## config.mk

```make
export PLATFORM = sky130hd
export DESIGN_NAME = pow_n_pipelined
export DESIGN_NICKNAME = d
export VERILOG_FILES = /design/src/rtl/pow_n_pipelined.sv
export SDC_FILE = /design/constraint.sdc
export NUM_CORES = 1
export LEC_CHECK = 0
export CAP_MARGIN = 25
export CORE_ASPECT_RATIO = 1.4
export CORE_MARGIN = 5
export CORE_UTILIZATION = 40
export CTS_CLUSTER_SIZE = 12
export DETAILED_ROUTE_END_ITERATION = 8
export PLACE_DENSITY = 0.58
export SETUP_SLACK_MARGIN = 0.05
export SYNTH_ARGS = -nofsm -noshare
export SYNTH_HDL_FRONTEND = slang
export SYNTH_SLANG_ARGS = --single-unit
```

## constraint.sdc

```tcl
create_clock -name clk -period 4.7 [get_ports clk]
set_clock_uncertainty 0.15 [all_clocks]
set_input_delay 1.175 -clock clk [delete_from_list [all_inputs] [get_ports clk]]
set_output_delay 1.175 -clock clk [all_outputs]
set_load 0.005 [all_outputs]
```

## src/rtl/pow_n_pipelined.sv

```systemverilog
// pow_n_pipelined: computes n to the power N over an (N-1)-stage pipeline.
// Each stage does one W x W multiply, keeps the base for the next stage and
// carries a sticky overflow flag. The handshake stalls the whole pipeline
// while a finished result waits for the consumer. Bubbles are kept in place,
// so results leave in the same order as operands were accepted.
module pow_n_pipelined #(
  parameter int W = 8,
  parameter int N = 5
) (
  input  logic         clk,
  input  logic         rst_n,
  input  logic         clk_en,
  input  logic         n_vld,
  output logic         n_rdy,
  input  logic [W-1:0] n,
  output logic         res_vld,
  input  logic         res_rdy,
  output logic [W-1:0] res,
  output logic         res_ovf,
  output logic         busy
);

  localparam int S = N - 1;

  // Per-stage state, stage 1 is fed from the input port, stage S drives res.
  logic [S:1]     vld_p;
  logic [S:1]     ovf_p;
  logic [W-1:0]   base_p [1:S];
  logic [W-1:0]   acc_p  [1:S];

  // Full-width products feeding each stage.
  logic [2*W-1:0] prod   [1:S];

  logic stall;
  logic adv;

  // Unsigned W x W multiply that keeps all 2W product bits.
  function automatic logic [2*W-1:0] mul_full(input logic [W-1:0] a,
                                              input logic [W-1:0] b);
    logic [2*W-1:0] ax;
    logic [2*W-1:0] bx;
    ax = {{W{1'b0}}, a};
    bx = {{W{1'b0}}, b};
    return ax * bx;
  endfunction

  // True when the product does not fit in W bits.
  function automatic logic hi_nz(input logic [2*W-1:0] p);
    return |p[2*W-1:W];
  endfunction

  // The whole pipeline moves only when enabled and the output is not blocked.
  always_comb begin
    stall = res_vld & ~res_rdy;
    adv   = clk_en & ~stall;
    n_rdy = adv & rst_n;
  end

  // Multiplier inputs: stage 1 squares the operand, later stages multiply
  // the running accumulator by the carried base.
  always_comb begin
    prod[1] = mul_full(n, n);
    for (int k = 2; k <= S; k++) begin
      prod[k] = mul_full(acc_p[k-1], base_p[k-1]);
    end
  end

  // Pipeline registers: reset clears everything, otherwise shift on adv.
  always_ff @(posedge clk) begin
    if (!rst_n) begin
      vld_p <= '0;
      ovf_p <= '0;
      for (int k = 1; k <= S; k++) begin
        base_p[k] <= '0;
        acc_p[k]  <= '0;
      end
    end else if (adv) begin
      // stage 1: square the accepted operand
      vld_p[1]  <= n_vld;
      base_p[1] <= n;
      acc_p[1]  <= prod[1][W-1:0];
      ovf_p[1]  <= hi_nz(prod[1]);
      // stages 2..S: one more factor of base, overflow stays sticky
      for (int k = 2; k <= S; k++) begin
        vld_p[k]  <= vld_p[k-1];
        base_p[k] <= base_p[k-1];
        acc_p[k]  <= prod[k][W-1:0];
        ovf_p[k]  <= ovf_p[k-1] | hi_nz(prod[k]);
      end
    end
  end

  // Result comes straight from the last stage registers.
  always_comb begin
    res_vld = vld_p[S];
    res     = acc_p[S];
    res_ovf = ovf_p[S];
    busy    = |vld_p;
  end

endmodule

```

After elaboration in Yosys (flattened, before gate mapping)
Memory sizes are Yosys's and may differ from the RTL's.
Index checks and enable logic that the tools add are counted.
- flip-flop bits (word level): 8
- bits in writable memories: 64
- input port bits: 13
- output and inout bits: 12
- memories kept: 2
- memory list (memory ; depth ; width ; rd ports ; clocked after Yosys merged registers in ; wr ports ; line ; source):
    acc_p ; 4 ; 8 ; 4 ; 0 ; 4 ; 29 ; logic [W-1:0] acc_p [1:S];
    base_p ; 4 ; 8 ; 3 ; 0 ; 4 ; 28 ; logic [W-1:0] base_p [1:S];
- multiply operators: 4
- mux-type cells: 12
- bitwise logic cells: 16
- reduce and logical (&&, ||, !) cells: 5
- operators by type and width (operator ; number):
    $mul A8 B8 Y16 ; 4
    $mux W8 ; 8
    $reduce_or A8 Y1 ; 4
    $or A1 B1 Y1 ; 11
    $mux W1 ; 4
    $reduce_or A4 Y1 ; 1
    $and A1 B1 Y1 ; 3
    $not A1 Y1 ; 2

Depth between registers and ports, before layout
Gate-level depths: netlist of run 1.
- depth in word-level cells: 8
- mapped depth: 17
- mapped depth without buffers: 17

Worst setup path before layout of run 1
Ideal clock, no wire load.
- kind: input to register
- from: input port n[4]
- to: register ovf_p[1] (netlist name)
- library setup time: 0.127 ns
- arrival: 4.808 ns
- required time: 4.423 ns
- setup slack: -0.384 ns
- cell stages on the path: 17
- path buffers: 0
- path through: inv_1 > nor2_1 > ha_1 > or2_2 > fa_1 > inv_1 > fa_1 > fa_1 > inv_1 > ha_1 > nand3_1 > nor2_1 > o31ai_1 > a21oi_1 > a311oi_1 > xor2_1 > a31oi_1
- longest elaborated chain between the ends: 2
- RTL lines (what ; line ; source):
    start: declaration ; 15 ; input logic [W-1:0] n,
    $mul A8 B8 Y16 ; 44 ; return ax * bx;
    $reduce_or A8 Y1 ; 49 ; return |p[2*W-1:W];
    end signal: indexed assignment ; 88 ; ovf_p[k] <= ovf_p[k-1] | hi_nz(prod[k]);
    end: declaration ; 27 ; logic [S:1] ovf_p;
Every way passes these cells.
A chain may end at the register's enable or synchronous reset.

Worst setup path in the final report of run 1
- from: input port n[2]
- to: register ovf_p[1] (netlist name)
The elaborated chain is that of the path after synthesis.

==> results.yml, run 1 <==
die:
  start_util_pct: 40.69
  dieArea_sq_mm: 0.02851
  coreArea_sq_mm: 0.02476
  io_pins: 25
  die_w_um: 144.1
  die_h_um: 197.8
  rows: 68
setup_path:
  crit_required_ns: 4.76
  path_delay_family: "adder cells"
  worstSetupPathDepth: 13
  worst-r2r-setup-slack_ns: 0.17
  slowest_delay_ns: 0.57
  start_kind: "input port"
  crit_slowest_cell: "fa_1"
  crit_chain: "buf_12, nand2_4, fa_1, fa_1, fa_1, fa_1, inv_2, ha_4, or4_1, nand2_1, nand4_1, nor4_1, a31oi_1"
  crit_type: "in -> reg"
  cp_common_cell: "fa_1"
  rr_worst_depth: 14
  worstPathMaxFanout: 5
  crit_buf_inv: 2
  cp.arrival_ns: 4.75
  critPathCaptureType: "register"
logic_synthesis:
  synthArstFlopShare_pct: 0
  yosys_warnings: 0
  ys_types: 55
  syn-cell-area_sq_mm: 0.01007
  ys_ff_latch: 60
  synth-edff-count: 52
  yosysSeqAreaShare_pct: 17.09
  synth.avg_cell_area_sq_um: 9.117
  synthCells: 1105
  synthFlopType: "edfxtp_1"
clock_network:
  cts-hold-fix-buffers: 0
  clk_path_buf_depth: 2
  cts_sinks: 60
  cts_inserted_buffers: 9
  cts_root_buffer: "clkbuf_16"
  htreeDepth: 3
  path_clk_slew_ns: 0.06
  cts_tree: "yes"
  clk_latency_ns: 0.34
sta:
  min_period_over_period_pct: 99.66
  slew_headroom_pct: 57.76
  rsz0062_at_grt: "yes"
  fin_tns_setup_ns: 0
  worst_slew_pin_slew_ns: 0.6314
  finalHoldViolCount: 0
  drv_slew: 0
  setup_violations: 0
  period_minus_slack_ns: 4.684
  fmax_ghz: 0.2135
grt:
  grt_pass1_vias: 8378
  track_usage_pct: 16.88
  grt.overflow.total: 0
  grt_pass1_wl_mm: 38.81
  grt_max_degree: 33
  antenna_found_initial: 0
placement:
  dp_hpwl_mm: 18.53
  place.gp.congestion: 0.8296
  port_buffers: 24
power:
  power_mw: 3.429
  leakage_nw: 5.790
  p_per_area_mw_per_mm2: 282.5
  ir_drop_mv: 0.2377
detailed_routing:
  drtAntennaViolNets: 0
  vias: 7760
  route.detailed.drc: 0
  dr.first_iter.drc_count: 248
  drt_pass1_iterations: 5
  via_per_inst: 5.019
  wl_mm: 22.87
  avgRoutedWirePerCell_um: 14.80
final_layout:
  nNetsFinal: 1507
  syn_to_final_growth_pct: 20.48
  fin_util_pct: 49.02
  antenna_cells: 0
  drive_above_1_share_pct: 16.90
run:
  drv_cap: 0
min_path:
  hold_depth: 2
  hp-class: "reg -> reg"
outcome:
  status: "complete, no violations"
## through the flow
stage / cell area (sq um) / instances / setup slack (ns) / hold slack (ns)
after floorplan: 10160 / 1108 / -0.1433 / 0.2992
after global placement: 11300 / 1507 / -0.8439 / 0.3179
after detailed placement: 11300 / 1507 / -0.8681 / 0.3232
after CTS: 11710 / 1527 / -0.1613 / 0.3319
after global routing: 12140 / 1546 / -0.1712 / 0.3678
final: 12140 / 1546 / 0.01589 / 0.3405
## worst reg2reg max path, stage by stage, from the launching register on
cell,delay (ns)
edfxtp_1,0.50
nand2_2,0.10
fa_1,0.57
fa_1,0.45
fa_1,0.51
fa_1,0.51
inv_1,0.05
ha_1,0.28
o21a_1,0.11
o31a_1,0.12
o31a_1,0.35
o21ai_2,0.19
a21oi_2,0.09
nor4b_4,0.31
a31oi_1,0.11
## power by group
part | switching, mW | internal (mW)
Sequential | 0.0722 | 0.640
Clock | 0.261 | 0.413
Combinational | 1.03 | 1.02
## worst paths after layout
path | end | startpoint
max reg2reg | ovf_p[4] | base_p[0][26]
min reg2reg | vld_p[2] | vld_p[2]
max | ovf_p[1] | n[2]
min | vld_p[2] | vld_p[2]
## Yosys cell counts, drive strengths merged, types with 5 or more instances
master / instances / area share, %
a211oi: 7 / 0.57
a21boi: 6 / 0.45
a21o: 6 / 0.45
a21oi: 29 / 1.4
a31oi: 5 / 0.31
and2: 152 / 9.4
buf: 8 / 0.60
clkbuf: 15 / 0.56
dfxtp: 8 / 1.6
edfxtp: 52 / 15
fa: 130 / 26
ha: 138 / 17
inv: 208 / 7.7
mux2i: 8 / 0.79
nand2: 115 / 4.3
nand2b: 12 / 0.75
nand3: 13 / 0.65
nor2: 47 / 1.8
nor2b: 16 / 0.99
nor3: 17 / 0.84
nor4: 6 / 0.37
o21a: 8 / 0.60
o21ai: 21 / 1.0
o31a: 5 / 0.43
xnor2: 15 / 1.3
xor2: 8 / 0.70
## layer usage
layer	vias to the layer above	GRT usage, %	part of all wire (%)
met5	-	0	0
met4	0	5.807	2.9
met3	37	2.126	2.2
met2	85	33.45	57
met1	3854	17.92	38
li1	3784	-	-
## layout make-up
class,instances,area [sq um]
Multi-Input combinational cell,817,7844
Clock buffer,9,225.2
Timing Repair Buffer,130,1082
Clock inverter,7,75.07
Inverter,208,795.8
Fill cell,2405,12620
Sequential cell,60,1722
Tap cell,315,394.1
## layout by cell type, fill, tap and decap left out, drive strengths merged, types with 7 or more instances in the layout
master	count
nand2b	12
dfxtp	8
fa	130
nor2b	16
mux2i	8
edfxtp	52
o21a	8
clkbuf	10
ha	138
xor2	8
a211oi	7
o21ai	21
nor2	47
clkdlybuf4s50	16
nor3	17
nand2	115
nand3	13
inv	209
xnor2	15
buf	113
a21oi	29
and2	152
## sequential cells by signal, summed over array words and instances (netlist names)
register / count
base_p: 23
vld_p: 4
ovf_p: 4
acc_p: 29
## cells by family after synthesis
| logic type | after synthesis | synth area share, % |
|---|---|---|
| mux | 9 | 0.9066 |
| simple gates | 399 | 20.54 |
| compound gates | 113 | 7.514 |
| buf+inv | 231 | 8.905 |
| flops | 60 | 17.09 |
| xor+xnor | 23 | 2.000 |
| other cells | 2 | 0.07454 |
| fa+ha+maj | 268 | 42.97 |
## what timing repair did
| action | in CTS | in global routing |
|---|---|---|
| pin swaps | 20 | 34 |
| setup endpoints to repair | 4 | 4 |
| gates resized for setup | 42 | 85 |
| buffers inserted | 4 | 20 |
Power figures use the tool's default switching activity.
==> run 2, diff against run 1 <==
--- a/config.mk
+++ b/config.mk
@@ -5,6 +5,7 @@
 export SDC_FILE = /design/constraint.sdc
 export NUM_CORES = 1
 export LEC_CHECK = 0
+export ABC_AREA = 1
 export CAP_MARGIN = 25
 export CORE_ASPECT_RATIO = 1.4
 export CORE_MARGIN = 5
==> run 2 against run 1 <==
  * Critical path depth grew 5
  * Via count up 17%
  * Clock-buffer cell count increased by 1
  * Critical endpoint unchanged
  * Sequential share of layout area fell by 0.59 points
  * Non-clock buffer count shrank 9
  * Fmax up 5.4%
  * Sequential power hardly changed
  * Sequential cell count unchanged
  * Clock power rose by 13%
==> results.yml, run 2 <==
outcome:
  status: "complete, no violations"
logic_synthesis:
  syn-cell-area_sq_mm: 0.01094
  synth_top_family_by_area: "adder cells"
  synth-simple-area-share_pct: 22.22
  yosysSeqAreaShare_pct: 15.73
  synth.avg_cell_area_sq_um: 7.156
  synth_xor_area_share_pct: 0.8005
  synthAdderAreaFrac_pct: 39.57
  synthFlopType: "edfxtp_1"
  synthCells: 1529
  synth.most_common_cell: "inv_1"
  synth-compound-area-share_pct: 3.591
  yosys_warnings: 0
  yosys-top-cells-count: "449 x inv_1, 413 x nand2_1, 138 x ha_1"
  synth-edff-count: 52
  ys_ff_latch: 60
  ys_types: 38
  synth_area_leaders: "fa_1 24%, ha_1 16%, inv_1 15%"
  yosysTopAreaCell: "fa_1"
  synthArstFlopShare_pct: 0
  synth_top_area_share_pct: 23.79
  synthMuxAreaShare_pct: 0
clock_network:
  cts-hold-fix-buffers: 0
  htreeDepth: 3
  cts_tree: "yes"
  cts_sinks: 60
  cts_root_buffer: "clkbuf_16"
  clk_latency_ns: 0.34
  cts_inserted_buffers: 9
  path_clk_slew_ns: 0.06
  clk_path_buf_depth: 2
die:
  dieArea_sq_mm: 0.03081
  coreArea_sq_mm: 0.02692
  die_h_um: 205.7
  start_util_pct: 40.65
  rows: 71
  io_pins: 25
  die_w_um: 149.8
power:
  p_per_area_mw_per_mm2: 270.5
  internal_power_mw: 2.007
  swShare_pct: 41.41
  pwr-share-comb_pct: 57.0
  leakage_nw: 7.440
  p_sw_mw: 1.419
  pwr-share-seq_pct: 20.7
  p_clk_share_pct: 22.3
  ir_drop_mv: 0.1803
placement:
  place.gp.congestion: 0.8703
  port_buffers: 24
  placed_cells: 1914
  place_area_sq_mm: 0.01188
  dp_hpwl_mm: 20.28
setup_path:
  worstPathMaxFanout: 5
  critical_path.startpoint: "n[4]"
  cp.arrival_ns: 4.53
  worst-r2r-setup-slack_ns: 0.33
  critPathCaptureType: "register"
  start_kind: "input port"
  rr_worst_depth: 19
  crit_type: "in -> reg"
  timing.rr.start: "base_p[0][18]"
  timing.rr.end: "ovf_p[3]"
  crit_required_ns: 4.79
detailed_routing:
  dr.first_iter.drc_count: 323
  vias: 9069
  wl_mm: 23.96
  via_per_inst: 4.599
  avgRoutedWirePerCell_um: 12.15
  route.detailed.drc: 0
  drt_pass1_iterations: 5
  drtAntennaViolNets: 0
grt:
  grt_max_degree: 37
  grt_pass1_wl_mm: 41.62
  grt.overflow.total: 0
  antenna_found_initial: 0
  grt_pass1_vias: 9460
  track_usage_pct: 16.55
final_layout:
  stdcell_count: 1972
  nNetsFinal: 1882
  most-common-layout-cells: "445 x inv_1, 402 x nand2_1, 127 x fa_1"
  design_area_sq_mm: 0.01266
  largest_reg_flops: 29
  final_common_cell: "inv_1"
  reg_top3: "acc_p x29, base_p x23"
  drive_above_1_share_pct: 11.02
  fin_util_pct: 47.05
  syn_to_final_growth_pct: 15.75
  regMostFlops: "acc_p"
sta:
  slew_headroom_pct: 64.15
  worst_slew_pin_slew_ns: 0.5358
  drv_slew: 0
  fmax_ghz: 0.2250
  period_minus_slack_ns: 4.445
  setup_violations: 0
  finalHoldViolCount: 0
  min_period_over_period_pct: 94.57
  hold_ws_ns: 0.3033
  rsz0062_at_grt: "yes"
min_path:
  hp-class: "reg -> reg"
  min_to: "ovf_p[4]"
  min-delay-start: "ovf_p[4]"
  hold_depth: 2
run:
  drv_cap: 0
[run 2: cell count changes after synthesis, sizes merged, moves of 16 or more]
| cell | change |
|---|---|
| inv | +243 |
| and2 | -150 |
| nor2 | +58 |
| nand2 | +300 |
| clkbuf | +35 |
| nand3 | +41 |
| nor2b | -16 |
[run 2: metal layers]
metal	part of all wire [%]	up-vias	GRT usage, %
met2	57	108	33.67
met5	0	-	0
met1	39	4322	17.19
met4	2.7	0	5.821
met3	1.9	44	1.630
li1	-	4595	-
[run 2: worst max path at each step]
stage / depth (start not counted) / end
after floorplan: 21 / ovf_p[1]
after global placement: 20 / ovf_p[1]
after detailed placement: 20 / ovf_p[1]
after CTS: 20 / ovf_p[1]
after global routing: 19 / ovf_p[1]
final: 18 / ovf_p[1]
[run 2: kinds of logic after synthesis]
kind of cell,count (synthesis)
and+or+nand+nor,604
other,2
buffers and inverters,514
adders and majority gates,268
DFF,60
AOI/OAI and AO/OA,71
xor gates and xnor gates,10
[run 2: worst max-delay path: stages]
cell      delay [ns]
clkbuf_4        0.15
nand2_1         0.08
fa_2            0.48
fa_1            0.56
fa_1            0.42
fa_1            0.49
inv_1           0.06
ha_4            0.25
a21oi_4         0.17
inv_2           0.05
o21ai_2         0.14
nand3_1         0.09
nand2_1         0.07
nand2_1         0.05
nor2_1          0.09
nand3_1         0.07
nand2_1         0.07
nand2_1         0.04
[run 2: power groups by stage]
stage               logic, mW  clock network (mW)  registers [mW]
floorplan                1.35                   0           0.657
global placement         1.77                   0           0.737
detailed placement       1.79                   0           0.737
CTS                      1.80               0.776           0.728
global route             2.26               0.795           0.716
finish                   1.95               0.762           0.709
[run 2: through the flow]
step	power, mW	TNS (ns)	worst slack (ns)
finish	3.426	0	0.2552
global route	3.767	0	0.02709
CTS	3.307	0	0.05650
detailed placement	2.528	-1.841	-0.7066
global placement	2.510	-1.593	-0.6875
floorplan	2.005	0	0.03025
[run 2: layout make-up]
class                   instances  area [sq um]
fillers                      2690         14250
flip-flops and latches         60          1722
clock buffers                  10         229.0
inverters                     451          1693
diodes                          1         2.502
repair buffers                121         940.9
clock inverters                 6         112.6
multi-input cells             958          7508
well taps                     365         456.7
[run 2: repair_timing]
item | 4_1_cts | 5_1_grt
resized for setup | 19 | 51
setup buffers | 0 | 41
pin swaps | 2 | 12
endpoints found under the setup margin | 3 | 4
==> run 3, diff against run 2 <==
--- a/config.mk
+++ b/config.mk
@@ -12,7 +12,7 @@
 export CORE_UTILIZATION = 40
 export CTS_CLUSTER_SIZE = 12
 export DETAILED_ROUTE_END_ITERATION = 8
-export PLACE_DENSITY = 0.58
+export PLACE_DENSITY = 0.68
 export SETUP_SLACK_MARGIN = 0.05
 export SYNTH_ARGS = -nofsm -noshare
 export SYNTH_HDL_FRONTEND = slang
==> constraint.sdc (replaced) <==
create_clock -name clk -period 4.7 [get_ports clk]
set_clock_uncertainty 0.15 [all_clocks]
set_input_delay 0.47 -clock clk [delete_from_list [all_inputs] [get_ports clk]]
set_output_delay 0.47 -clock clk [all_outputs]
set_load 0.005 [all_outputs]
==> run 3 against run 2 <==
  * Critical path depth up 2
  * Core utilization down 2.1 points
  * Setup slack gained 0.041 ns
  * Global-route usage shrank 0.42 points
  * Sequential share of layout area increased by 0.65 points
  * Wire length fell by 2.6%
  * Sequential cell count unchanged
  * Clock power decreased by 7.1%
  * Clock-buffer cell count increased by 2
  * Fmax is 0.93% higher
==> results.yml, run 3 (same netlist as run 2, synthesis figures left out) <==
outcome:
  status: "complete, no violations"
sta:
  period_minus_slack_ns: 4.404
  worst_slew_pin_slew_ns: 0.8084
  fin_tns_setup_ns: 0
  min_period_over_period_pct: 93.70
  slew_headroom_pct: 46.03
  setup_violations: 0
  fmax_ghz: 0.2271
  rsz0062_at_grt: "yes"
  drv_slew: 0
  finalHoldViolCount: 0
die:
  start_util_pct: 40.65
  io_pins: 25
  die_w_um: 149.8
  rows: 71
  dieArea_sq_mm: 0.03081
  coreArea_sq_mm: 0.02692
  die_h_um: 205.7
final_layout:
  largest_reg_flops: 29
  design_area_sq_mm: 0.01209
  nNetsFinal: 1833
  final_common_cell: "inv_1"
  syn_to_final_growth_pct: 10.46
  reg_top3: "acc_p x29, base_p x23"
  antenna_cells: 0
  regMostFlops: "acc_p"
  drive_above_1_share_pct: 5.527
  most-common-layout-cells: "448 x inv_1, 409 x nand2_1, 135 x ha_1"
grt:
  grt_pass1_wl_mm: 40.58
  track_usage_pct: 16.13
  grt_max_degree: 47
  grt.overflow.total: 0
  antenna_found_initial: 0
  grt_pass1_vias: 9164
detailed_routing:
  drtAntennaViolNets: 0
  vias: 8878
  avgRoutedWirePerCell_um: 12.15
  dr.first_iter.drc_count: 411
  via_per_inst: 4.622
  wl_mm: 23.34
  drt_pass1_iterations: 5
  route.detailed.drc: 0
placement:
  place_area_sq_mm: 0.01163
  place.gp.congestion: 0.8822
  port_buffers: 24
  dp_hpwl_mm: 19.62
setup_path:
  cp.arrival_ns: 4.48
  crit_type: "reg -> reg"
  start_kind: "register"
  crit_required_ns: 4.78
  worstPathMaxFanout: 6
  critPathCaptureType: "register"
min_path:
  hp-class: "reg -> reg"
power:
  ir_drop_mv: 0.1439
  p_per_area_mw_per_mm2: 257.5
  leakage_nw: 7.192
clock_network:
  cts_tree: "yes"
  path_clk_slew_ns: 0.05
  cts_root_buffer: "clkbuf_16"
  cts_sinks: 60
  cts_inserted_buffers: 9
  clk_latency_ns: 0.34
  htreeDepth: 3
  clk_path_buf_depth: 2
run:
  drv_cap: 0
==> run 3: changes by cell type in the layout (fill, tap and decap cells not counted), moves of 3 or more <==
cell | before | now
buf_4 | 95 | 47
clkbuf_2 | 5 | 0
clkdlybuf4s50_1 | 16 | 22
ha_1 | 125 | 135
ha_4 | 11 | 1
inv_1 | 445 | 448
inv_2 | 6 | 3
nand2_1 | 402 | 409
nand2_2 | 11 | 6
nor2_1 | 95 | 100
nor2_2 | 10 | 5
==> run 3: path summary, 6_finish.rpt <==
path,startpoint,slack (ns),cells past startpoint,to
max,acc_p[0][13],0.30,20,ovf_p[2]
max reg2reg,acc_p[0][13],0.30,20,ovf_p[2]
min,ovf_p[4],0.30,2,ovf_p[4]
min reg2reg,ovf_p[4],0.30,2,ovf_p[4]
==> run 3: cell type report <==
| type | instances | area [sq um] |
|---|---|---|
| clock buffer | 12 | 246.5 |
| clock inverter | 3 | 63.81 |
| fill | 2660 | 14830 |
| inverter | 451 | 1693 |
| multi-input combinational | 958 | 7302 |
| sequential | 60 | 1722 |
| tap | 365 | 456.7 |
| timing repair buffer | 72 | 603.1 |
==> run 3: routing by layer <==
metal  GRT usage (%)  vias up  routed length [um]
li1                -     4495                   -
met1           17.19     4234                9071
met2           32.22      102               13110
met3           1.696       47                 489
met4           5.723        0                 668
met5               0        -                   0
==> run 3: stage by stage <==
stage,utilization (%),hold WS [ns],setup slack (ns),instances,power [mW]
global route,44.90,0.3187,-0.002588,1921,3.428
detailed placement,43.21,0.2978,-0.1606,1892,2.368
finish,44.90,0.3007,0.2961,1921,3.112
CTS,44.36,0.3061,0.1764,1907,3.088
global placement,43.21,0.3008,-0.07053,1892,2.334
floorplan,-,0.2758,0.4557,1532,1.920
==> run 3: power breakdown <==
part / leakage (nW) / total (mW) / switching [mW] / internal [mW]
clock: 0.150 / 0.708 / 0.234 / 0.474
sequential: 0.641 / 0.718 / 0.0804 / 0.637
combinational: 6.40 / 1.69 / 1.00 / 0.686
==> run 3: timing repair <==
action | 4_1_cts | 5_1_grt
resized for setup | 0 | 14
setup buffers | 0 | 14
endpoints found under the hold margin | 0 | 0
hold buffers | 0 | 0
endpoints found under the setup margin | 0 | 4
==> run 3: worst max-delay path, stage by stage, from the launching register on <==
cell and delay, ns:
edfxtp_1 0.54, buf_4 0.19, nand2_1 0.07, fa_1 0.48
fa_1 0.56, fa_1 0.43, fa_1 0.49, inv_1 0.04
ha_1 0.35, nand2_1 0.12, nor2_2 0.14, and2_1 0.13
nand2_1 0.06, nand3_2 0.07, nor2_1 0.04, nor2_1 0.10
nand2_1 0.08, nor2_2 0.08, nand2_1 0.07, nand2_1 0.07
nand2_1 0.04
